`config.mk`:
```
export PLATFORM = sky130hd
export DESIGN_NAME = if_id_fetch_queue
export DESIGN_NICKNAME = d
export VERILOG_FILES = /design/src/rtl/if_id_fetch_queue.sv
export SDC_FILE = /design/constraint.sdc
export NUM_CORES = 1
export LEC_CHECK = 0
export ABC_AREA = 0
export BUFFER_PORTS_ARGS = -buffer_cell sky130_fd_sc_hd__buf_4
export CORE_ASPECT_RATIO = 1.75
export CORE_MARGIN = 2
export CORE_UTILIZATION = 31
export CTS_CLUSTER_SIZE = 12
export DETAILED_ROUTE_END_ITERATION = 10
export GPL_ROUTABILITY_DRIVEN = 0
export GPL_TIMING_DRIVEN = 0
export PLACE_DENSITY = 0.53
export SLEW_MARGIN = 20
export SYNTH_ARGS = -nofsm -noshare
export SYNTH_HDL_FRONTEND = slang
export SYNTH_SLANG_ARGS = --single-unit
```
`constraint.sdc`:
```
create_clock -name clk -period 3.6 [get_ports clk]
set_clock_uncertainty 0.15 [all_clocks]
set_input_delay 0.36 -clock clk [delete_from_list [all_inputs] [get_ports clk]]
set_output_delay 0.36 -clock clk [all_outputs]
set_load 0.05 [all_outputs]
```
`src/rtl/if_id_fetch_queue.sv`:
```
// DEPTH-entry in-order instruction queue between fetch and decode.
// Valid/ready handshake on both sides; any flush source empties the queue in one cycle.
module if_id_fetch_queue #(
  parameter int WIDTH   = 32,
  parameter int DEPTH   = 4,
  parameter int N_FLUSH = 3,
  parameter int CNT_W   = $clog2(DEPTH) + 1
) (
  input  logic               clk,
  input  logic               rst_n,
  input  logic [N_FLUSH-1:0] flush,
  input  logic               in_valid,
  output logic               in_ready,
  input  logic [WIDTH-1:0]   in_pc,
  input  logic [WIDTH-1:0]   in_inst,
  output logic               out_valid,
  input  logic               out_ready,
  output logic [WIDTH-1:0]   out_pc,
  output logic [WIDTH-1:0]   out_inst,
  output logic [CNT_W-1:0]   count
);

  localparam int PTR_W = $clog2(DEPTH);
  localparam logic [CNT_W-1:0] FULL_CNT = CNT_W'(DEPTH);

  logic [WIDTH-1:0] pc_mem   [DEPTH];
  logic [WIDTH-1:0] inst_mem [DEPTH];
  logic [PTR_W-1:0] rd_ptr;
  logic [PTR_W-1:0] wr_ptr;
  logic             flush_any;
  logic             push;
  logic             pop;

  // Handshake outputs depend on registered state only; flush and out_ready
  // gate the internal push/pop, never in_ready/out_valid.
  always_comb begin
    flush_any = |flush;
    in_ready  = (count != FULL_CNT);
    out_valid = (count != '0);
    push      = in_valid & in_ready & ~flush_any;
    pop       = out_valid & out_ready & ~flush_any;
    out_pc    = out_valid ? pc_mem[rd_ptr]   : '0;
    out_inst  = out_valid ? inst_mem[rd_ptr] : '0;
  end

  always_ff @(posedge clk or negedge rst_n) begin
    if (!rst_n) begin
      count  <= '0;
      rd_ptr <= '0;
      wr_ptr <= '0;
    end else if (flush_any) begin
      count  <= '0;
      rd_ptr <= '0;
      wr_ptr <= '0;
    end else begin
      if (push) wr_ptr <= wr_ptr + 1'b1;
      if (pop)  rd_ptr <= rd_ptr + 1'b1;
      case ({push, pop})
        2'b10:   count <= count + 1'b1;
        2'b01:   count <= count - 1'b1;
        default: count <= count;
      endcase
    end
  end

  // Storage needs no reset: out_valid masks stale entries.
  always_ff @(posedge clk) begin
    if (push) begin
      pc_mem[wr_ptr]   <= in_pc;
      inst_mem[wr_ptr] <= in_inst;
    end
  end

  a_count_bound : assert property (@(posedge clk) disable iff (!rst_n)
    count <= FULL_CNT);
  a_ptr_count : assert property (@(posedge clk) disable iff (!rst_n)
    PTR_W'(wr_ptr - rd_ptr) == count[PTR_W-1:0]);

endmodule

```
==> results of run 1 <==
==> area by class of cell <==
| cell class | instances | area share |
|---|---|---|
| Multi-Input combinational cell | 174 | 0.164 |
| Sequential cell | 263 | 0.588 |
| Clock buffer | 39 | 0.0554 |
| Tap cell | 400 | 0.0374 |
| Buffer | 26 | 0.0109 |
| Inverter | 6 | 0.00168 |
| Timing Repair Buffer | 208 | 0.135 |
| Clock inverter | 6 | 0.00805 |
==> power breakdown <==
group | total, W | internal [W] | switching, W | leakage (nW)
clock network | 0.00271 | 0.00163 | 0.00108 | 0.411
logic | 0.000269 | 0.000136 | 0.000132 | 1.77
registers | 0.00338 | 0.00338 | 0.00000422 | 2.40
total | 0.00636 | 0.00514 | 0.00122 | 4.59
==> cells in the final DEF (no fill, tap or decap), drive strengths merged, types with 2 or more instances in the layout <==
master	instances
nand3	3
o21ai	5
or2	2
dlygate4sd3	66
and2	68
inv	7
clkbuf	51
ha	4
a21oi	4
mux4	64
or3	2
buf	156
o2111ai	2
edfxtp	256
xor2	2
nor3b	2
nor2	3
dfrtp	7
clkinv	2
bufinv	3
==> sequential cells by signal, summed over array words and instances, names as in the netlist <==
name / count
inst_mem: 128
pc_mem: 128
count: 3
rd_ptr: 2
wr_ptr: 2
==> through the flow <==
stage               total power (W)  hold WS, ns
finish                      0.00636        0.112
global route                0.00657        0.124
CTS                         0.00645       0.0844
detailed placement          0.00366       0.0344
global placement            0.00365       0.0293
floorplan                   0.00353      -0.0856
==> worst paths after layout <==
kind,to,slack [ns],cells past startpoint
max in group asynchronous,count[0]$_DFFE_PN0P_,2.40,3
min,wr_ptr[1]$_DFFE_PN0P_,0.11,4
max reg2reg,pc_mem[3][17]$_DFFE_PP_,0.92,5
max,out_inst[12],0.54,5
min in group asynchronous,rd_ptr[1]$_DFFE_PN0P_,0.65,3
min reg2reg,wr_ptr[1]$_DFFE_PN0P_,0.45,2
==> cells by family after synthesis <==
group	share of synthesized area
xor gates and xnor gates	0.00172
AOI/OAI and AO/OA	0.0125
adders and majority gates	0.00686
DFF	0.770
muxes	0.142
buffers and inverters	0.0165
and+or+nand+nor	0.0499
==> routing by layer <==
layer,vias up,GRT usage
li1,2383,-
met1,2650,0.136
met2,112,0.248
met3,33,0.0164
met4,0,0.0479
met5,-,0
==> critical path, cell delays in order (launching register included) <==
cell and delay (ns):
dfrtp_1 0.49, or3_1 0.17, clkbuf_1 0.50, clkbuf_1 0.40
and2_1 0.24, buf_4 0.21
==> reports/qor.txt, run 1 <==
Outcome: finished clean
# IOs: 140
CTS Hold Bufs: 66
Footprint of the multi-input gates: 0.00219 sq mm
Initial antenna violation count: 0
CTS root buf: clkbuf_16
Cell area after layout: 0.0134 sq mm
DP Worst Slack: 0.744 ns
Unrepaired setup endpoints after global routing: false
Synth warnings: 0
Ys flop type: edfxtp_1
Routed via count: 5178
Seq/Total Area, Yosys: 0.770
Gr usage total: 0.127
Placed insts: 1011
Max Cap Viol: 0
I/O Buffers: 138
Share of the synthesized area in the top cell type: 0.753
Vias/cell: 4.61
Unique masters post-synth: 31
Fin crit share: 0.850
Fillers: 2859
Register bit count reported by yosys: 263
Site Rows: 87
Minimum clock period: 3.06 ns
Die area: 0.0345 sq mm
Max Transition Viols Final: 0
EDFF count, synth: 256
CTS Buf Count: 27
Worst EP required: 3.09 ns
Mapped Nets: 545
Cts repair resizes: 0
Post-synth ARST share: 0.0266
Largest net degree at the start of global routing: 38
TritonCTS clock tree: done
Fmax: 327 MHz
WL/cell: 19.3 um
Final nets: 782
Critical path type: flop to output pin
Crit end category: output pin
Yosys top cell by area: edfxtp_1
Worst Hold Launch: flush[0]
Die Y: 244 um
First-pass GRT wire length: 33400 um
Top Layer Used: met4
Worst reg2reg startpoint: count[0]$_DFFE_PN0P_
DP HPWL: 13900 um
Most frequent cell after synthesis: edfxtp_1
Number of global-route vias before repair: 5942
Total wire length: 21700 um
Area Growth Syn to Fin: 31.0%
Layout Utilization: 0.414
Number of clock sinks: 263
Metal-1 WL: 7960 um
Finished Layout Cells: 1122
Register area: 0.00786 sq mm
Clk_lat worst skew: 0.53 ns
Layout cells sized above 1: 0.361
VDD IR max: 0.000396 V
Setup-failing EPs final: 0
Placed inst area: 0.0119 sq mm
Slew @ Worst Pin: 0.652 ns
P_leak: 4.59 nW
Total negative setup slack: 0 ns
DR WL met2: 12400 um
Cells taking the most area after synthesis: edfxtp_1 (75%), mux4_2 (14%), and2_1 (4.2%)
Mapped Cells: 469
Arrival time worst endpoint: 2.55 ns
Total gr overflow: 0
Initial Util: 0.316
Netlist Area Pre-Place: 0.0102 sq mm
Pwr dens: 476 mW/mm^2
H-tree depth: 1
CP Launch Point: count[2]$_DFFE_PN0P_
Worst-path maximum fanout: 10
Clock tree buffer depth: 3
Final Hold Viols: 0
Router iterations before antenna repair: 4
1st-iter DRT viols: 220
Total length of routed met3 wires: 790 um
Top post-synthesis cells by count: edfxtp_1 (256), and2_1 (68), mux4_2 (64)
Die X: 141 um
Core Footprint: 0.0323 sq mm
ANT nets after route: 0
Clk pin slew, worst setup/hold paths: 0.06 ns
Worst hold-check path type: input pin to flop
Fin worst setup slack: 0.540 ns
Max-Slew Margin vs Limit: 0.565
Mean Syn Cell Area: 21.8 sq um
Drt drc: 0
Worst Setup Start Kind: flop
Ant. Diodes: 0
# Post-CTS Setup Buffers: 0
(Power assumes the default switching activity.)
==> inputs of run 2 (changes only) <==
==> constraint.sdc (replaced) <==
create_clock -name clk -period 3.2 [get_ports clk]
set_clock_uncertainty 0.15 [all_clocks]
set_input_delay 0.32 -clock clk [delete_from_list [all_inputs] [get_ports clk]]
set_output_delay 0.32 -clock clk [all_outputs]
set_load 0.05 [all_outputs]
==> run 2 against run 1 <==
  * Critical path depth down 1
  * Die area unchanged
  * Clock power about the same
  * First-iteration DRC count down 20%
  * Final area down 0.83%
  * Worst hold slack worse by 0.022 ns
  * Worst setup slack worse by 0.18 ns
  * Wire length about the same
  * Sequential share of layout area up 0.49 points
  * Count of clock-buffer cells in the layout up 3
  * Combinational power up 13%
  * Non-clock buffer count down 1
  * Critical path type unchanged
==> reports/qor.txt, run 2 (synthesis results as in run 1) <==
Fin crit share: 0.886
Hold slack: 0.0900 ns (-0.0224 ns)
DP Worst Slack: 0.416 ns (-0.328 ns)
Final Hold Viols: 0 (unchanged)
Biggest regs: inst_mem: 128 flops, pc_mem: 128 flops, count: 3 flops
Outcome: finished clean
P_leak: 4.53 nW (-1.3%)
CTS root buf: clkbuf_16
Layout cells sized above 1: 0.355 (-0.00684)
Fin worst setup slack: 0.363 ns (-0.177 ns)
Site Rows: 87 (unchanged)
Clock tree buffer depth: 3 (unchanged)
Commonest non-fill, non-tap cell in the layout: edfxtp_1
Minimum clock period: 2.84 ns
VDD IR max: 0.000327 V (-17%)
Unrepaired setup endpoints after global routing: false
Die X: 141 um (unchanged)
Slew @ Worst Pin: 0.659 ns (+0.00671 ns)
Pwr dens: 515 mW/mm^2 (+8.2%)
# IOs: 140 (unchanged)
Arrival time worst endpoint: 2.37 ns (-0.18 ns)
Core Footprint: 0.0323 sq mm (unchanged)
Setup-failing EPs final: 0 (unchanged)
Pwr Total: 0.00682 W (+7.3%)
Die Y: 244 um (unchanged)
Max Transition Viols Final: 0 (unchanged)
Reg-to-reg slack, setup: 0.48 ns (-0.44 ns)
Max-Slew Margin vs Limit: 0.561 (-0.00447)
Worst-path maximum fanout: 11 (+1)
Cts repair resizes: 0 (unchanged)
Ant. Diodes: 0 (unchanged)
R2R depth: 5 (unchanged)
Number of clock sinks: 263 (unchanged)
DP HPWL: 13900 um (about the same)
Commonest cells after routing, fill and taps aside: edfxtp_1 (256), buf_4 (138), dlygate4sd3_1 (66)
Max Cap Viol: 0 (unchanged)
Clk pin slew, worst setup/hold paths: 0.06 ns (about the same)
Number of global-route vias before repair: 5755 (-3.1%)
1st-iter DRT viols: 177 (-20%)
WL/cell: 19.4 um (+0.31%)
H-tree depth: 1 (unchanged)
Area Growth Syn to Fin: 29.9%
Total gr overflow: 0 (unchanged)
Hold Path Depth: 4 (unchanged)
CTS Buf Count: 26 (-3.7%)
TritonCTS clock tree: done
First-pass GRT wire length: 33200 um (-0.50%)
Initial Util: 0.316 (unchanged)
Fmax: 353 MHz
I/O Buffers: 138 (unchanged)
Worst EP required: 2.73 ns (-0.36 ns)
Worst Setup Start Kind: flop
Initial antenna violation count: 0 (unchanged)
ANT nets after route: 0 (unchanged)
Final nets: 780 (-0.26%)
Routed via count: 5237 (+1.1%)
Crit end category: output pin
Gr usage total: 0.127 (+0.000170)
Clk_lat worst skew: 0.52 ns (about the same)
Die area: 0.0345 sq mm (unchanged)
Worst hold-check path type: input pin to flop
Total wire length: 21700 um (about the same)
Vias/cell: 4.68 (+1.4%)
Router iterations before antenna repair: 4 (unchanged)
Critical path type: flop to output pin
Total negative setup slack: 0 ns (unchanged)
Drt drc: 0 (unchanged)
Largest net degree at the start of global routing: 39 (+2.6%)
run 2: timing repair:
item                       in CTS  in global routing
setup buffers                   0                  0
hold endpoints to repair      263                  0
hold buffers                   66                  0
setup endpoints to repair       0                  2
run 2: layout make-up:
class,count,area (sq um)
Buffer,25,143
Clock buffer,42,732
Clock inverter,1,8.76
Fill cell,2894,19100
Inverter,6,22.5
Multi-Input combinational cell,174,2190
Sequential cell,263,7860
Tap cell,400,500
Timing Repair Buffer,208,1810
run 2: final timing paths:
kind | from | endpoint
max in group asynchronous | rst_n | count[1]$_DFFE_PN0P_
worst min register to register | wr_ptr[0]$_DFFE_PN0P_ | wr_ptr[0]$_DFFE_PN0P_
worst max register to register | count[1]$_DFFE_PN0P_ | pc_mem[0][19]$_DFFE_PP_
worst min-delay path | flush[0] | wr_ptr[0]$_DFFE_PN0P_
worst max-delay path | count[2]$_DFFE_PN0P_ | out_inst[10]
min in group asynchronous | rst_n | rd_ptr[1]$_DFFE_PN0P_
run 2: report_power, final:
part | internal [W] | switching (W)
Sequential | 0.00380 | 0.00000450
Combinational | 0.000153 | 0.000151
Clock | 0.00155 | 0.00117
run 2: worst max-delay path, stage by stage, from the launching register on:
cell	delay [ns]
dfrtp_1	0.50
or3_1	0.47
clkbuf_1	0.40
and2_1	0.25
buf_4	0.22
run 2: through the flow:
| stage | area [sq um] | cells | utilization |
|---|---|---|---|
| 2_1_floorplan | 10200 | 469 | - |
| 3_3_place_gp | 11800 | 1007 | 0.363 |
| 3_5_place_dp | 11900 | 1011 | 0.367 |
| 4_1_cts | 13300 | 1120 | 0.410 |
| 5_1_grt | 13300 | 1119 | 0.410 |
| 6_report | 13300 | 1119 | 0.410 |
run 2: layer usage:
layer,vias to the layer above,global-route usage,wire length [um]
met5,-,0,0
met4,0,0.0394,463
met3,27,0.0192,907
met2,132,0.252,12500
met1,2710,0.134,7810
li1,2368,-,-
==> inputs of run 3 (changes only) <==
--- a/config.mk
+++ b/config.mk
@@ -14,8 +14,9 @@
 export DETAILED_ROUTE_END_ITERATION = 10
 export GPL_ROUTABILITY_DRIVEN = 0
 export GPL_TIMING_DRIVEN = 0
-export PLACE_DENSITY = 0.53
+export PLACE_DENSITY = 0.55
 export SLEW_MARGIN = 20
 export SYNTH_ARGS = -nofsm -noshare
 export SYNTH_HDL_FRONTEND = slang
 export SYNTH_SLANG_ARGS = --single-unit
+export TNS_END_PERCENT = 30
==> constraint.sdc (replaced) <==
create_clock -name clk -period 2.49 [get_ports clk]
set_clock_uncertainty 0.15 [all_clocks]
set_input_delay 0.249 -clock clk [delete_from_list [all_inputs] [get_ports clk]]
set_output_delay 0.249 -clock clk [all_outputs]
set_load 0.05 [all_outputs]
==> run 3 against run 2 <==
  * Sequential power is 29% higher
  * Combinational power rose by 39%
  * First-iteration DRC count rose by 18%
  * Highest routed layer unchanged
  * Largest power group unchanged
  * The run now ends with negative setup slack left
  * Clock power grew 32%
  * Critical endpoint is now out_inst[22]
  * Register-to-register slack lost 0.39 ns
  * Via count grew 2.1%
==> reports/qor.txt, run 3 (synthesis results as in run 1) <==
Total gr overflow: 0 (unchanged)
Drt drc: 0 (unchanged)
Max-Slew Margin vs Limit: 0.654 (+0.0930)
Die Y: 244 um (unchanged)
Slew @ Worst Pin: 0.519 ns (-0.140 ns)
Busiest layer in global routing: met2
Hold path endpoint: wr_ptr[1]$_DFFE_PN0P_
Clock group share of total power: 0.403 (+0.005)
Worst Setup Start Kind: flop
Worst Hold Launch: flush[0]
Logic pwr share: 0.048 (+0.003)
DP HPWL: 14000 um (+0.44%)
TritonCTS clock tree: done
Gr usage total: 0.135 (+0.00775)
CP peak stage delay: 0.51 ns (about the same)
Clock tree buffer depth: 3 (unchanged)
Slowest stage cell, crit path: mux4_2
Initial Util: 0.316 (unchanged)
First-pass GRT wire length: 34800 um (+4.7%)
Max Cap Viol: 0 (unchanged)
Worst reg2reg startpoint: count[1]$_DFFE_PN0P_
Net Switching: 0.00174 W (+32%)
ANT nets after route: 0 (unchanged)
Total wire length: 23100 um (+6.8%)
Register share of total power: 0.549 (-0.008)
FF-to-FF End: count[2]$_DFFE_PN0P_
Switching part of the total: 0.196 (+0.00208)
R2R depth: 7 (+2)
Commonest cells after routing, fill and taps aside: edfxtp_1 (256), buf_4 (110), dlygate4sd3_1 (66)
Minimum clock period: 2.53 ns
Die area: 0.0345 sq mm (unchanged)
Arrival time worst endpoint: 2.13 ns (-0.24 ns)
WL/cell: 20.3 um (+4.8%)
Largest net degree at the start of global routing: 37 (-5.1%)
H-tree depth: 1 (unchanged)
Final nets: 796 (+2.1%)
Core Footprint: 0.0323 sq mm (unchanged)
Vias/cell: 4.69 (+0.20%)
Failing checks: negative setup slack
Unrepaired setup endpoints after global routing: true
Number of clock sinks: 263 (unchanged)
Fillers: 2801 (-3.2%)
Worst-path maximum fanout: 10 (-1)
Worst hold-check path type: input pin to flop
Fin worst setup slack: -0.0420 ns (-0.405 ns)
Commonest non-fill, non-tap cell in the layout: edfxtp_1
Cell Chain, Critical Path: buf_12 -> buf_12 -> mux4_2 -> and2_4 -> buf_6
Hold Path Depth: 4 (unchanged)
Fmax: 395 MHz
# IOs: 140 (unchanged)
Area Growth Syn to Fin: 35.8%
Most used cell, CP: buf_12
CTS root buf: clkbuf_16
Met1 GRT Util: 0.149 (+0.0149)
Setup-failing EPs final: 39 (+39)
Outcome: complete, but fails checks
Pwr dens: 641 mW/mm^2 (+25%)
Total negative setup slack: -0.742 ns (-0.742 ns)
Critical path type: flop to output pin
Final Hold Viols: 0 (unchanged)
Ant. Diodes: 0 (unchanged)
Max Transition Viols Final: 0 (unchanged)
Die X: 141 um (unchanged)
Clk pin slew, worst setup/hold paths: 0.06 ns (about the same)
Number of global-route vias before repair: 5882 (+2.2%)
Router iterations before antenna repair: 4 (unchanged)
Reg-to-reg slack, setup: 0.09 ns (-0.39 ns)
1st-iter DRT viols: 209 (+18%)
Clk_lat worst skew: 0.52 ns (about the same)
Fin crit share: 1.02
Biggest regs: inst_mem: 128 flops, pc_mem: 128 flops, count: 3 flops
M3 GR Usage: 0.0159 (-0.00333)
Worst EP required: 2.09 ns (-0.64 ns)
I/O Buffers: 138 (unchanged)
Crit end category: output pin
VDD IR max: 0.000480 V (+47%)
Layout cells sized above 1: 0.442 (+0.0872)
Layout Utilization: 0.429 (+0.0186)
P_int: 0.00715 W (+30%)
P_leak: 4.77 nW (+5.4%)
Routed via count: 5346 (+2.1%)
Site Rows: 87 (unchanged)
Met2 usage: 0.264 (+0.0117)
Initial antenna violation count: 0 (unchanged)
CTS Buf Count: 26 (unchanged)
-- run 3: changes by cell type in the layout (fill, tap and decap cells not counted), moves of 3 or more --
cell,before,now
and2_4,4,48
buf_6,5,43
buf_2,9,1
buf_8,0,3
clkbuf_8,0,3
clkbuf_1,26,23
and2_1,64,20
buf_4,138,110
buf_12,0,7
and2_2,0,4
-- run 3: worst max-delay path by stage --
stage | from | end | slack, ns | depth (start not counted)
2_1_floorplan | count[0]$_DFFE_PN0P_ | inst_mem[0][0]$_DFFE_PP_ | -0.25 | 4
3_3_place_gp | flush[2] | pc_mem[0][17]$_DFFE_PP_ | -0.82 | 5
3_5_place_dp | flush[2] | pc_mem[1][18]$_DFFE_PP_ | -0.21 | 6
4_1_cts | rd_ptr[0]$_DFFE_PN0P_ | out_pc[4] | -0.12 | 4
5_1_grt | rd_ptr[0]$_DFFE_PN0P_ | out_inst[12] | -0.13 | 5
6_report | rd_ptr[0]$_DFFE_PN0P_ | out_inst[22] | -0.04 | 5
-- run 3: what timing repair did --
action                                 4_1_cts  5_1_grt
hold buffers                                66        0
pin swaps                                    4        8
resized for setup                          117       21
setup buffers                                4        6
gates cloned                                 4        1
endpoints found under the hold margin      263        0
setup endpoints to repair                  206      206
-- run 3: power by group through the flow --
stage | registers, W | clock network [W] | logic [W]
6_report | 0.00489 | 0.00358 | 0.000423
5_1_grt | 0.00488 | 0.00389 | 0.000452
4_1_cts | 0.00489 | 0.00372 | 0.000425
3_5_place_dp | 0.00498 | 0 | 0.000310
2_1_floorplan | 0.00498 | 0 | 0.000123
3_3_place_gp | 0.00498 | 0 | 0.000292
-- run 3: metrics by stage --
stage	instances	setup slack (ns)	power, W	hold slack, ns	cell area [sq um]
after floorplan	469	-0.248	0.00510	-0.197	10200
after global placement	1007	-0.822	0.00527	-0.0825	11800
after detailed placement	1011	-0.212	0.00529	-0.0759	11900
after CTS	1133	-0.124	0.00903	0.0179	13700
after global routing	1140	-0.131	0.00922	0.0684	13900
final	1140	-0.0420	0.00889	0.0499	13900
-- run 3: cell type report --
type                    instances  area [sq um]  area share
plain buffers                  26           255      0.0184
clock buffers                  47           761      0.0549
clock inverters                 1          8.76    0.000632
inverters                       6          22.5     0.00162
multi-input cells             178          2340       0.169
flip-flops and latches        263          7870       0.567
well taps                     400           500      0.0361
repair buffers                219          2110       0.152
-- run 3: metal layers --
layer | routed length [um] | part of all wire
met5 | 0 | 0
met4 | 456 | 0.020
met3 | 798 | 0.034
met2 | 13300 | 0.58
met1 | 8560 | 0.37
-- run 3: worst max-delay path, delay by kind of cell, from the launching register on --
kind	cells	cell delay [ns]
buffers and inverters	3	0.47
DFF	1	0.43
muxes	1	0.51
and+or+nand+nor	1	0.18
